**src/rtl/instr_controller.sv**
```systemverilog
// Instruction register, decoder and Moore sequencer for the simple datapath.
// One micro-step per clock; w=1 means idle in WAIT and ready for s/load.
module instr_controller #(
  parameter bit STRICT_DECODE = 1'b1
) (
  input  logic        clk,
  input  logic        reset,
  input  logic        s,
  input  logic        load,
  input  logic [15:0] in,
  output logic        w,
  output logic        illegal,
  output logic [2:0]  readnum,
  output logic [2:0]  writenum,
  output logic        write,
  output logic [1:0]  vsel,
  output logic        loada,
  output logic        loadb,
  output logic        loadc,
  output logic        loads,
  output logic        asel,
  output logic        bsel,
  output logic [1:0]  shift,
  output logic [1:0]  ALUop,
  output logic [15:0] sximm8
);

  typedef enum logic [2:0] {
    S_WAIT,
    S_DECODE,
    S_WR_IMM,
    S_GET_A,
    S_GET_B,
    S_ALU,
    S_WR_REG
  } state_t;

  typedef struct packed {
    logic       w;
    logic       illegal;
    logic [2:0] readnum;
    logic [2:0] writenum;
    logic       write;
    logic [1:0] vsel;
    logic       loada;
    logic       loadb;
    logic       loadc;
    logic       loads;
    logic       asel;
    logic       bsel;
    logic [1:0] shift;
    logic [1:0] aluop;
  } ctl_t;

  state_t      state;
  state_t      nxt_state;
  logic [15:0] ir;
  logic [15:0] nxt_ir;
  ctl_t        ctl;

  // First micro-step after DECODE for a given instruction; WAIT means undecodable.
  function automatic state_t decode_target(input logic [15:0] i);
    case ({i[15:13], i[12:11]})
      5'b110_10: decode_target = S_WR_IMM;
      5'b110_00: decode_target = S_GET_B;
      5'b101_11: decode_target = S_GET_B;
      5'b101_00,
      5'b101_01,
      5'b101_10: decode_target = S_GET_A;
      default:   decode_target = S_WAIT;
    endcase
  endfunction

  function automatic state_t next_state(input state_t st, input logic [15:0] i,
                                        input logic start);
    case (st)
      S_WAIT:   next_state = start ? S_DECODE : S_WAIT;
      S_DECODE: next_state = decode_target(i);
      S_GET_A:  next_state = S_GET_B;
      S_GET_B:  next_state = S_ALU;
      S_ALU:    next_state = (i[15:11] == 5'b101_01) ? S_WAIT : S_WR_REG;
      default:  next_state = S_WAIT;
    endcase
  endfunction

  function automatic ctl_t ctl_for(input state_t st, input logic [15:0] i);
    logic mov_reg;
    logic is_cmp;
    mov_reg = (i[15:13] == 3'b110);
    is_cmp  = (i[15:11] == 5'b101_01);
    ctl_for = '0;
    case (st)
      S_WAIT:   ctl_for.w = 1'b1;
      S_DECODE: ctl_for.illegal = STRICT_DECODE && (decode_target(i) == S_WAIT);
      S_WR_IMM: begin
        ctl_for.write    = 1'b1;
        ctl_for.writenum = i[10:8];
        ctl_for.vsel     = 2'b10;
      end
      S_GET_A: begin
        ctl_for.readnum = i[10:8];
        ctl_for.loada   = 1'b1;
      end
      S_GET_B: begin
        ctl_for.readnum = i[2:0];
        ctl_for.loadb   = 1'b1;
      end
      S_ALU: begin
        ctl_for.shift = i[4:3];
        ctl_for.asel  = mov_reg;
        ctl_for.aluop = mov_reg ? 2'b00 : i[12:11];
        ctl_for.loads = is_cmp;
        ctl_for.loadc = !is_cmp;
      end
      S_WR_REG: begin
        ctl_for.write    = 1'b1;
        ctl_for.writenum = i[7:5];
      end
      default: ctl_for = '0;
    endcase
  endfunction

  // IR is only writable while idle; a simultaneous s executes the freshly loaded word.
  assign nxt_ir    = (state == S_WAIT && load) ? in : ir;
  assign nxt_state = next_state(state, nxt_ir, s);

  // NOTE: outputs are registered by decoding the *next* state and IR, so they
  // stay pure Moore functions of the current state without a combinational path.
  always_ff @(posedge clk) begin
    if (reset) begin
      state <= S_WAIT;
      ir    <= '0;
      ctl   <= ctl_for(S_WAIT, '0);
    end else begin
      state <= nxt_state;
      ir    <= nxt_ir;
      ctl   <= ctl_for(nxt_state, nxt_ir);
    end
  end

  assign w        = ctl.w;
  assign illegal  = ctl.illegal;
  assign readnum  = ctl.readnum;
  assign writenum = ctl.writenum;
  assign write    = ctl.write;
  assign vsel     = ctl.vsel;
  assign loada    = ctl.loada;
  assign loadb    = ctl.loadb;
  assign loadc    = ctl.loadc;
  assign loads    = ctl.loads;
  assign asel     = ctl.asel;
  assign bsel     = ctl.bsel;
  assign shift    = ctl.shift;
  assign ALUop    = ctl.aluop;
  assign sximm8   = {{8{ir[7]}}, ir[7:0]};

endmodule
```
**config.mk**
```make
export PLATFORM = sky130hd
export DESIGN_NAME = instr_controller
export DESIGN_NICKNAME = d
export VERILOG_FILES = /design/src/rtl/instr_controller.sv
export SDC_FILE = /design/constraint.sdc
export NUM_CORES = 1
export LEC_CHECK = 0
export ABC_AREA = 0
export CAP_MARGIN = 20
export CORE_MARGIN = 8
export CORE_UTILIZATION = 30
export DETAILED_ROUTE_END_ITERATION = 8
export PLACE_DENSITY_LB_ADDON = 0.25
export SETUP_SLACK_MARGIN = 0.3
export SKIP_LAST_GASP = 1
export SYNTH_ARGS = -nofsm -noshare
export SYNTH_HDL_FRONTEND = slang
export SYNTH_SLANG_ARGS = --single-unit
```
**constraint.sdc**
```tcl
create_clock -name clk -period 1.77 [get_ports clk]
set_input_delay 0.2655 -clock clk [delete_from_list [all_inputs] [get_ports clk]]
set_output_delay 0.2655 -clock clk [all_outputs]
set_load 0.005 [all_outputs]
```
==> results of run 1 <==
flip-flops by register name (all words and copies together), names as in the netlist, 2 cells and up:
signal    count
ir           16
readnum       3
state         3
writenum      3
ALUop         2
shift         2
critical path, delay by kind of cell (launching register included):
family                 cells  cell delay [ns]
and+or+nand+nor            2             0.53
AOI/OAI and AO/OA          3             0.43
DFF                        1             0.35
buffers and inverters      4             0.51
metrics by stage:
stage / instances / util
finish: 343 / 0.555
global route: 343 / 0.555
CTS: 340 / 0.525
detailed placement: 321 / 0.442
global placement: 321 / 0.442
floorplan: 184 / -
area by class of cell:
type,count,share of cell area
tap,72,0.0295
inverter,5,0.00614
clock buffer,6,0.0270
timing repair buffer,104,0.325
multi-input combinational,116,0.341
clock inverter,2,0.0196
sequential,38,0.252
final timing paths:
kind	endpoint	slack, ns	depth (start not counted)	from
worst max-delay path	w	-0.14	9	state[1]
worst min-delay path	ir[11]	0.44	4	in[11]
worst max register to register	w	-0.14	9	state[1]
worst min register to register	ir[2]	0.48	2	ir[2]
cells in the mapped netlist (all sizes together):
| library cell | instances |
|---|---|
| a211oi | 1 |
| nor2 | 14 |
| nor4b | 3 |
| buf | 22 |
| mux2i | 6 |
| nand2b | 2 |
| a31oi | 1 |
| and2 | 7 |
| nand3b | 1 |
| or4b | 1 |
| o21ai | 2 |
| conb | 1 |
| o311ai | 1 |
| o21bai | 1 |
| nor4 | 2 |
| and3 | 3 |
| o31ai | 1 |
| clkbuf | 3 |
| dfxtp | 38 |
| nand4b | 2 |
| and4b | 3 |
| a21oi | 14 |
| o2bb2ai | 2 |
| nor3 | 3 |
| or2 | 1 |
| a41oi | 1 |
| and3b | 1 |
| a211o | 1 |
| a32oi | 1 |
| nand3 | 3 |
| a31o | 2 |
| nor2b | 1 |
| a22o | 3 |
| nand2 | 27 |
| inv | 5 |
| nor4bb | 1 |
| o211ai | 2 |
repair_timing:
item / in CTS / in global routing
setup buffers: 11 / 3
endpoints found under the setup margin: 46 / 45
pin swaps: 20 / 12
gates resized for setup: 58 / 33
hold endpoints to repair: 0 / 0
per-layer routing:
layer | part of all wire | routed length (µm) | global-route usage
met5 | 0 | 0 | 0
met4 | 0.017 | 93 | 0.0546
met3 | 0.060 | 325 | 0.0321
met2 | 0.47 | 2530 | 0.196
met1 | 0.45 | 2430 | 0.144
placed cells by master (no fill, tap or decap), drive strengths merged, types with 2 or more instances in the layout:
| cell type | instances |
|---|---|
| and2 | 7 |
| a21oi | 14 |
| mux2i | 6 |
| buf | 50 |
| nand2 | 27 |
| dlymetal6s2s | 3 |
| conb | 2 |
| bufinv | 2 |
| a31o | 2 |
| clkbuf | 6 |
| o21ai | 2 |
| o2bb2ai | 2 |
| a22o | 3 |
| clkdlybuf4s50 | 50 |
| nand2b | 2 |
| dfxtp | 38 |
| inv | 5 |
| nor4b | 3 |
| nor2 | 14 |
| nand3 | 3 |
| nand4b | 2 |
| o211ai | 2 |
| nor4 | 2 |
| nor3 | 3 |
| and3 | 3 |
| and4b | 3 |
power breakdown:
group          switching, µW  total (µW)  internal, µW
Combinational            184         423           238
Sequential              25.4         908           882
Clock                    313         914           601
Total                    523        2250          1720
cells by family (layout without fill, tap and decap cells):
kind of cell	after synthesis	after routing	synth area share
compound gates	33	33	0.152
buf+inv	30	117	0.116
flops	38	38	0.445
mux	6	6	0.0425
other cells	1	2	0.00219
simple gates	75	75	0.243
==> Implementation_results.wiki, run 1 <==
{| class="wikitable"
! Metric !! Value
|-
| Result of the run || finished, violations left
|-
| Failing checks || setup timing
|-
| Final setup skew || 0.00858 ns
|-
| Count of max-cap constraint violations || 0
|-
| Worst IR drop on VDD || 418 µV
|-
| Die height || 91.5 µm
|-
| Final-layout setup total negative slack || -1.08 ns
|-
| Share of layout cells above drive strength 1 || 0.424
|-
| # fillers || 464
|-
| Number of placement rows || 27
|-
| Power per standard cell area || 734 mW/mm²
|-
| Clock root buffer || clkbuf_8
|-
| Post-layout total power || 2250 µW
|-
| Worst Setup Slack post-DPL || -0.535 ns
|-
| Sequence of cells on the critical path || buf_4 -> nor4b_4 -> buf_6 -> buf_6 -> buf_8 -> a211o_1 -> a21oi_4 -> or2_4 -> o31ai_2
|-
| Final antenna-violating net count || 0
|-
| WL/cell || 15.7 µm
|-
| Library cell with the largest summed area after synthesis || dfxtp_1
|-
| Worst setup slack after layout || -0.140 ns
|-
| Die area || 0.00837 mm²
|-
| CTS clock-pin slew for the worst setup and hold paths || 0.08 ns
|-
| Required time of the worst setup path || 1.97 ns
|-
| Worst hold-check slack || 0.441 ns
|-
| Startpoint types || flip-flop
|-
| Final hold violations || 0
|-
| Area grow syn2layout || 78.9%
|-
| Leading post-synthesis cells by cell area || dfxtp_1 45%, buf_4 7.9%, nand2_1 5.9%, a21oi_1 4.1%, nor2_1 3.1%
|-
| Arrival time at the worst endpoint || 2.11 ns
|-
| Number of top-level design ports || 57
|-
| CP dominant cell by count || buf_6
|-
| Synthesized netlist cell count || 183
|-
| Drt via density || 4.71
|-
| Number of antenna violations at the first check in global routing || 0
|-
| Pre-antenna DRT Iters || 4
|-
| Number of nets in the layout || 290
|-
| Flops & latches, synth || 38
|-
| Critical Path Sink Type || flip-flop
|-
| Maximum number of pins on one net before global-route repair || 14
|-
| First-pass GRT wire length || 7.98 mm
|-
| Weighted congestion at the end of routability-driven global placement || 0.811
|-
| Standard cell with the maximum stage delay on the critical path || dfxtp_4
|-
| Reg area || 769 µm²
|-
| Remaining routing DRC violations || 0
|-
| Count of buffers from port buffering || 54
|-
| Core Area || 0.00551 mm²
|-
| Vias in the first global route || 1656
|-
| Synthesized area per cell || 9.34 µm²
|-
| Global-route congestion overflow total || 0
|-
| Synth unique cells || 42
|-
| Class of the worst hold path || primary input to flip-flop
|-
| Initial DRC Count || 68
|-
| Final setup violation count || 13
|-
| Die width || 91.5 µm
|-
| Total wire length after detailed routing || 5.37 mm
|-
| Post-layout min period || 1.91 ns
|-
| HPWL after DPL || 3.54 mm
|-
| Max Clock Freq || 523 MHz
|-
| Crit Path Max Fanout || 5
|-
| Overall Global Routing Usage || 0.120
|-
| Yosys top cell area share || 0.445
|-
| Warnings, synthesis || 0
|-
| # diodes || 0
|-
| RSZ-0062 raised after global routing || yes
|-
| TritonCTS clock tree || built
|-
| Placed standard-cell area || 0.00243 mm²
|-
| Total clock buffers created by CTS || 5
|-
| Cell Area, Synth || 0.00171 mm²
|-
| Max Root-Sink Buffers || 2
|-
| Sequential share of the synthesized area || 0.445
|-
| Multi-input logic area || 0.00104 mm²
|-
| Routed via count || 1616
|-
| Leakage || 0.00120 µW
|-
| Worst setup path category || flip-flop to flip-flop
|-
| Final worst-path cycle share || 1.08
|-
| Source-to-sink clock delay at the later pin of the worst-skew pair || 0.29 ns
|-
| Number of H-tree levels || 2
|-
| Max-slew violation count || 0
|-
| Delay of the slowest critical-path stage || 0.35 ns
|-
| Number of hold buffers added after CTS || 0
|-
| Effective utilization at floorplan || 0.310
|-
| Clock sinks || 38
|-
| Final design area excluding fillers || 0.00306 mm²
|}
(Power assumes the default switching activity.)
==> inputs of run 2 (changes only) <==
==> constraint.sdc (replaced) <==
create_clock -name clk -period 1.77 [get_ports clk]
set_input_delay 0.2655 -clock clk [delete_from_list [all_inputs] [get_ports clk]]
set_output_delay 0.2655 -clock clk [all_outputs]
set_load 0.05 [all_outputs]
==> run 2 against run 1 <==
The flow still finishes with violations (setup timing). Die area stayed put. Via count hardly changed. Sequential share of layout area is 0.46 points higher. Utilization is 1.3 points lower. Critical endpoint is now loads. Global-route usage is 0.34 points higher. Largest cell class unchanged. Register-to-register slack hardly changed. Critical path depth is 2 lower. Total power is 3.9% lower. Worst hold slack better by 0.044 ns. First-iteration DRC count is 26% higher. Clock skew is 0.0053 ns lower. Routed wire length is 1.6% lower.
==> Implementation_results.wiki, run 2 (synthesized netlist as in run 1, its figures left out) <==
{| class="wikitable"
! Metric !! Value
|-
| Remaining routing DRC violations || 0
|-
| CTS clock-pin slew for the worst setup and hold paths || 0.07 ns
|-
| Vias in the first global route || 1708
|-
| Max FFs per register || 16
|-
| Number of hold buffers added after CTS || 0
|-
| Multi-input logic area || 0.00107 mm²
|-
| Reg area || 766 µm²
|-
| Clock root buffer || clkbuf_8
|-
| Die height || 91.5 µm
|-
| Final-layout setup total negative slack || -1.24 ns
|-
| Worst hold-check slack || 0.485 ns
|-
| Total wire length after detailed routing || 5.29 mm
|-
| Startpoint types || flip-flop
|-
| Number of H-tree levels || 2
|-
| Effective utilization at floorplan || 0.310
|-
| Count of buffers from port buffering || 54
|-
| Final hold violations || 0
|-
| Final worst-path cycle share || 1.09
|-
| RR Endpoint || loads
|-
| Max Root-Sink Buffers || 2
|-
| Final Instance Count excl. Fillers || 343
|-
| Leakage || 0.00124 µW
|-
| Die area || 0.00837 mm²
|-
| WL/cell || 15.4 µm
|-
| Number of antenna violations at the first check in global routing || 0
|-
| # fillers || 486
|-
| Worst setup slack after layout || -0.154 ns
|-
| Worst setup path category || flip-flop to flip-flop
|-
| Core Area || 0.00551 mm²
|-
| Standard cell with the maximum stage delay on the critical path || or4b_4
|-
| First-pass GRT wire length || 8.34 mm
|-
| Final setup skew || 0.00331 ns
|-
| Max Clock Freq || 520 MHz
|-
| Required time of the worst setup path || 1.95 ns
|-
| Clock sinks || 38
|-
| Power per standard cell area || 722 mW/mm²
|-
| Worst Setup Slack post-DPL || -0.561 ns
|-
| Inst Count DP || 320
|-
| Drt via density || 4.71
|-
| Timing endpoint of the critical path || loads
|-
| Sequence of cells on the critical path || or4b_4 -> mux2i_4 -> buf_4 -> buf_6 -> buf_4 -> and2_4 -> and3_4
|-
| Final antenna-violating net count || 0
|-
| Final setup violation count || 18
|-
| Delay of the slowest critical-path stage || 0.57 ns
|-
| Source-to-sink clock delay at the later pin of the worst-skew pair || 0.28 ns
|-
| HPWL after DPL || 3.62 mm
|-
| Startpoint of the worst-slack reg-to-reg timing path || state[1]
|-
| Overall Global Routing Usage || 0.124
|-
| Register with the most flip-flops || ir
|-
| Count of max-cap constraint violations || 0
|-
| Max-slew violation count || 0
|-
| Routed via count || 1617
|-
| Pre-antenna DRT Iters || 4
|-
| Failing checks || setup timing
|-
| CP dominant cell by count || buf_4
|-
| Launch point of the worst path || state[1]
|-
| Number of nets in the layout || 290
|-
| Arrival time at the worst endpoint || 2.11 ns
|-
| Leading cell type in the layout, fill and taps excluded || buf_4
|-
| Number of top-level design ports || 57
|-
| Setup slack, reg-to-reg || -0.15 ns
|-
| Crit Path Max Fanout || 3
|-
| Result of the run || finished, violations left
|-
| Critical Path Sink Type || flip-flop
|-
| RSZ-0062 raised after global routing || yes
|-
| Area grow syn2layout || 74.8%
|-
| Post-layout min period || 1.92 ns
|-
| Highest-count cells in the layout ignoring fill and taps || 58 x buf_4, 36 x dfxtp_1, 18 x clkdlybuf4s50_1, 17 x nand2_1, 16 x buf_6
|-
| Weighted congestion at the end of routability-driven global placement || 0.850
|-
| Class of the worst hold path || flip-flop to flip-flop
|-
| Maximum number of pins on one net before global-route repair || 21
|-
| Die width || 91.5 µm
|-
| Initial DRC Count || 86
|-
| Number of cells on the worst reg-to-reg path || 7
|-
| Share of layout cells above drive strength 1 || 0.524
|-
| Total clock buffers created by CTS || 5
|-
| Global-route congestion overflow total || 0
|-
| Number of placement rows || 27
|-
| # diodes || 0
|-
| Worst IR drop on VDD || 499 µV
|-
| TritonCTS clock tree || built
|}
-- run 2: cell count changes in the layout (fill, tap and decap cells not counted), sizes merged --
cell           change
clkdlybuf4s50     -32
buf               +28
dlygate4sd2        +7
dlymetal6s2s       -3
bufinv             -1
clkinvlp           +1
-- run 2: power breakdown --
| group | switching, µW | internal, µW | total, µW | leakage [µW] |
|---|---|---|---|---|
| sequential | 31.1 | 882 | 913 | 0.000311 |
| clock | 304 | 420 | 724 | 0.0000514 |
| combinational | 279 | 241 | 520 | 0.000875 |
| total | 614 | 1540 | 2160 | 0.00124 |
-- run 2: worst min-delay path by stage --
stage,start,to,depth (start not counted)
finish,ir[0],ir[0],2
global route,ir[0],ir[0],2
CTS,ir[9],ir[9],2
detailed placement,ir[2],ir[2],2
global placement,ir[1],ir[1],2
floorplan,reset,ir[6],1
-- run 2: metrics by stage --
stage | area [µm²] | power [µW] | util
final | 2990 | 2160 | 0.543
after detailed placement | 2370 | 1310 | 0.430
after floorplan | 1730 | 1180 | -
after CTS | 2740 | 2110 | 0.497
after global routing | 2990 | 2250 | 0.543
after global placement | 2370 | 1310 | 0.430
-- run 2: per-layer routing --
metal,share of wire,up-vias,track usage
li1,-,792,-
met1,0.45,765,0.145
met2,0.48,54,0.202
met3,0.058,6,0.0379
met4,0.016,0,0.0573
met5,0,-,0
-- run 2: timing repair --
action / CTS / global route
resized for setup: 47 / 48
endpoints found under the hold margin: 0 / 0
setup endpoints to repair: 44 / 38
pin swaps: 16 / 19
setup buffers: 12 / 3
-- run 2: critical path, delay by kind of cell (launching register included) --
kind | cells | cell delay, ns
mux | 1 | 0.22
flops | 1 | 0.36
buf+inv | 3 | 0.37
simple gates | 3 | 0.87
-- run 2: layout make-up --
cell class	count	share of cell area
inverter	5	0.00628
timing repair buffer	104	0.313
multi-input combinational	116	0.357
clock buffer	6	0.0243
clock inverter	2	0.0126
sequential	38	0.256
tap	72	0.0302
==> inputs of run 3 (changes only) <==
--- a/config.mk
+++ b/config.mk
@@ -6,6 +6,7 @@
 export NUM_CORES = 1
 export LEC_CHECK = 0
 export ABC_AREA = 0
+export ABC_CLOCK_PERIOD_IN_PS = 1770
 export CAP_MARGIN = 20
 export CORE_MARGIN = 8
 export CORE_UTILIZATION = 30
==> results of run 3 <==
No change in the layout: final DEF, timing and power equal those of run 2.
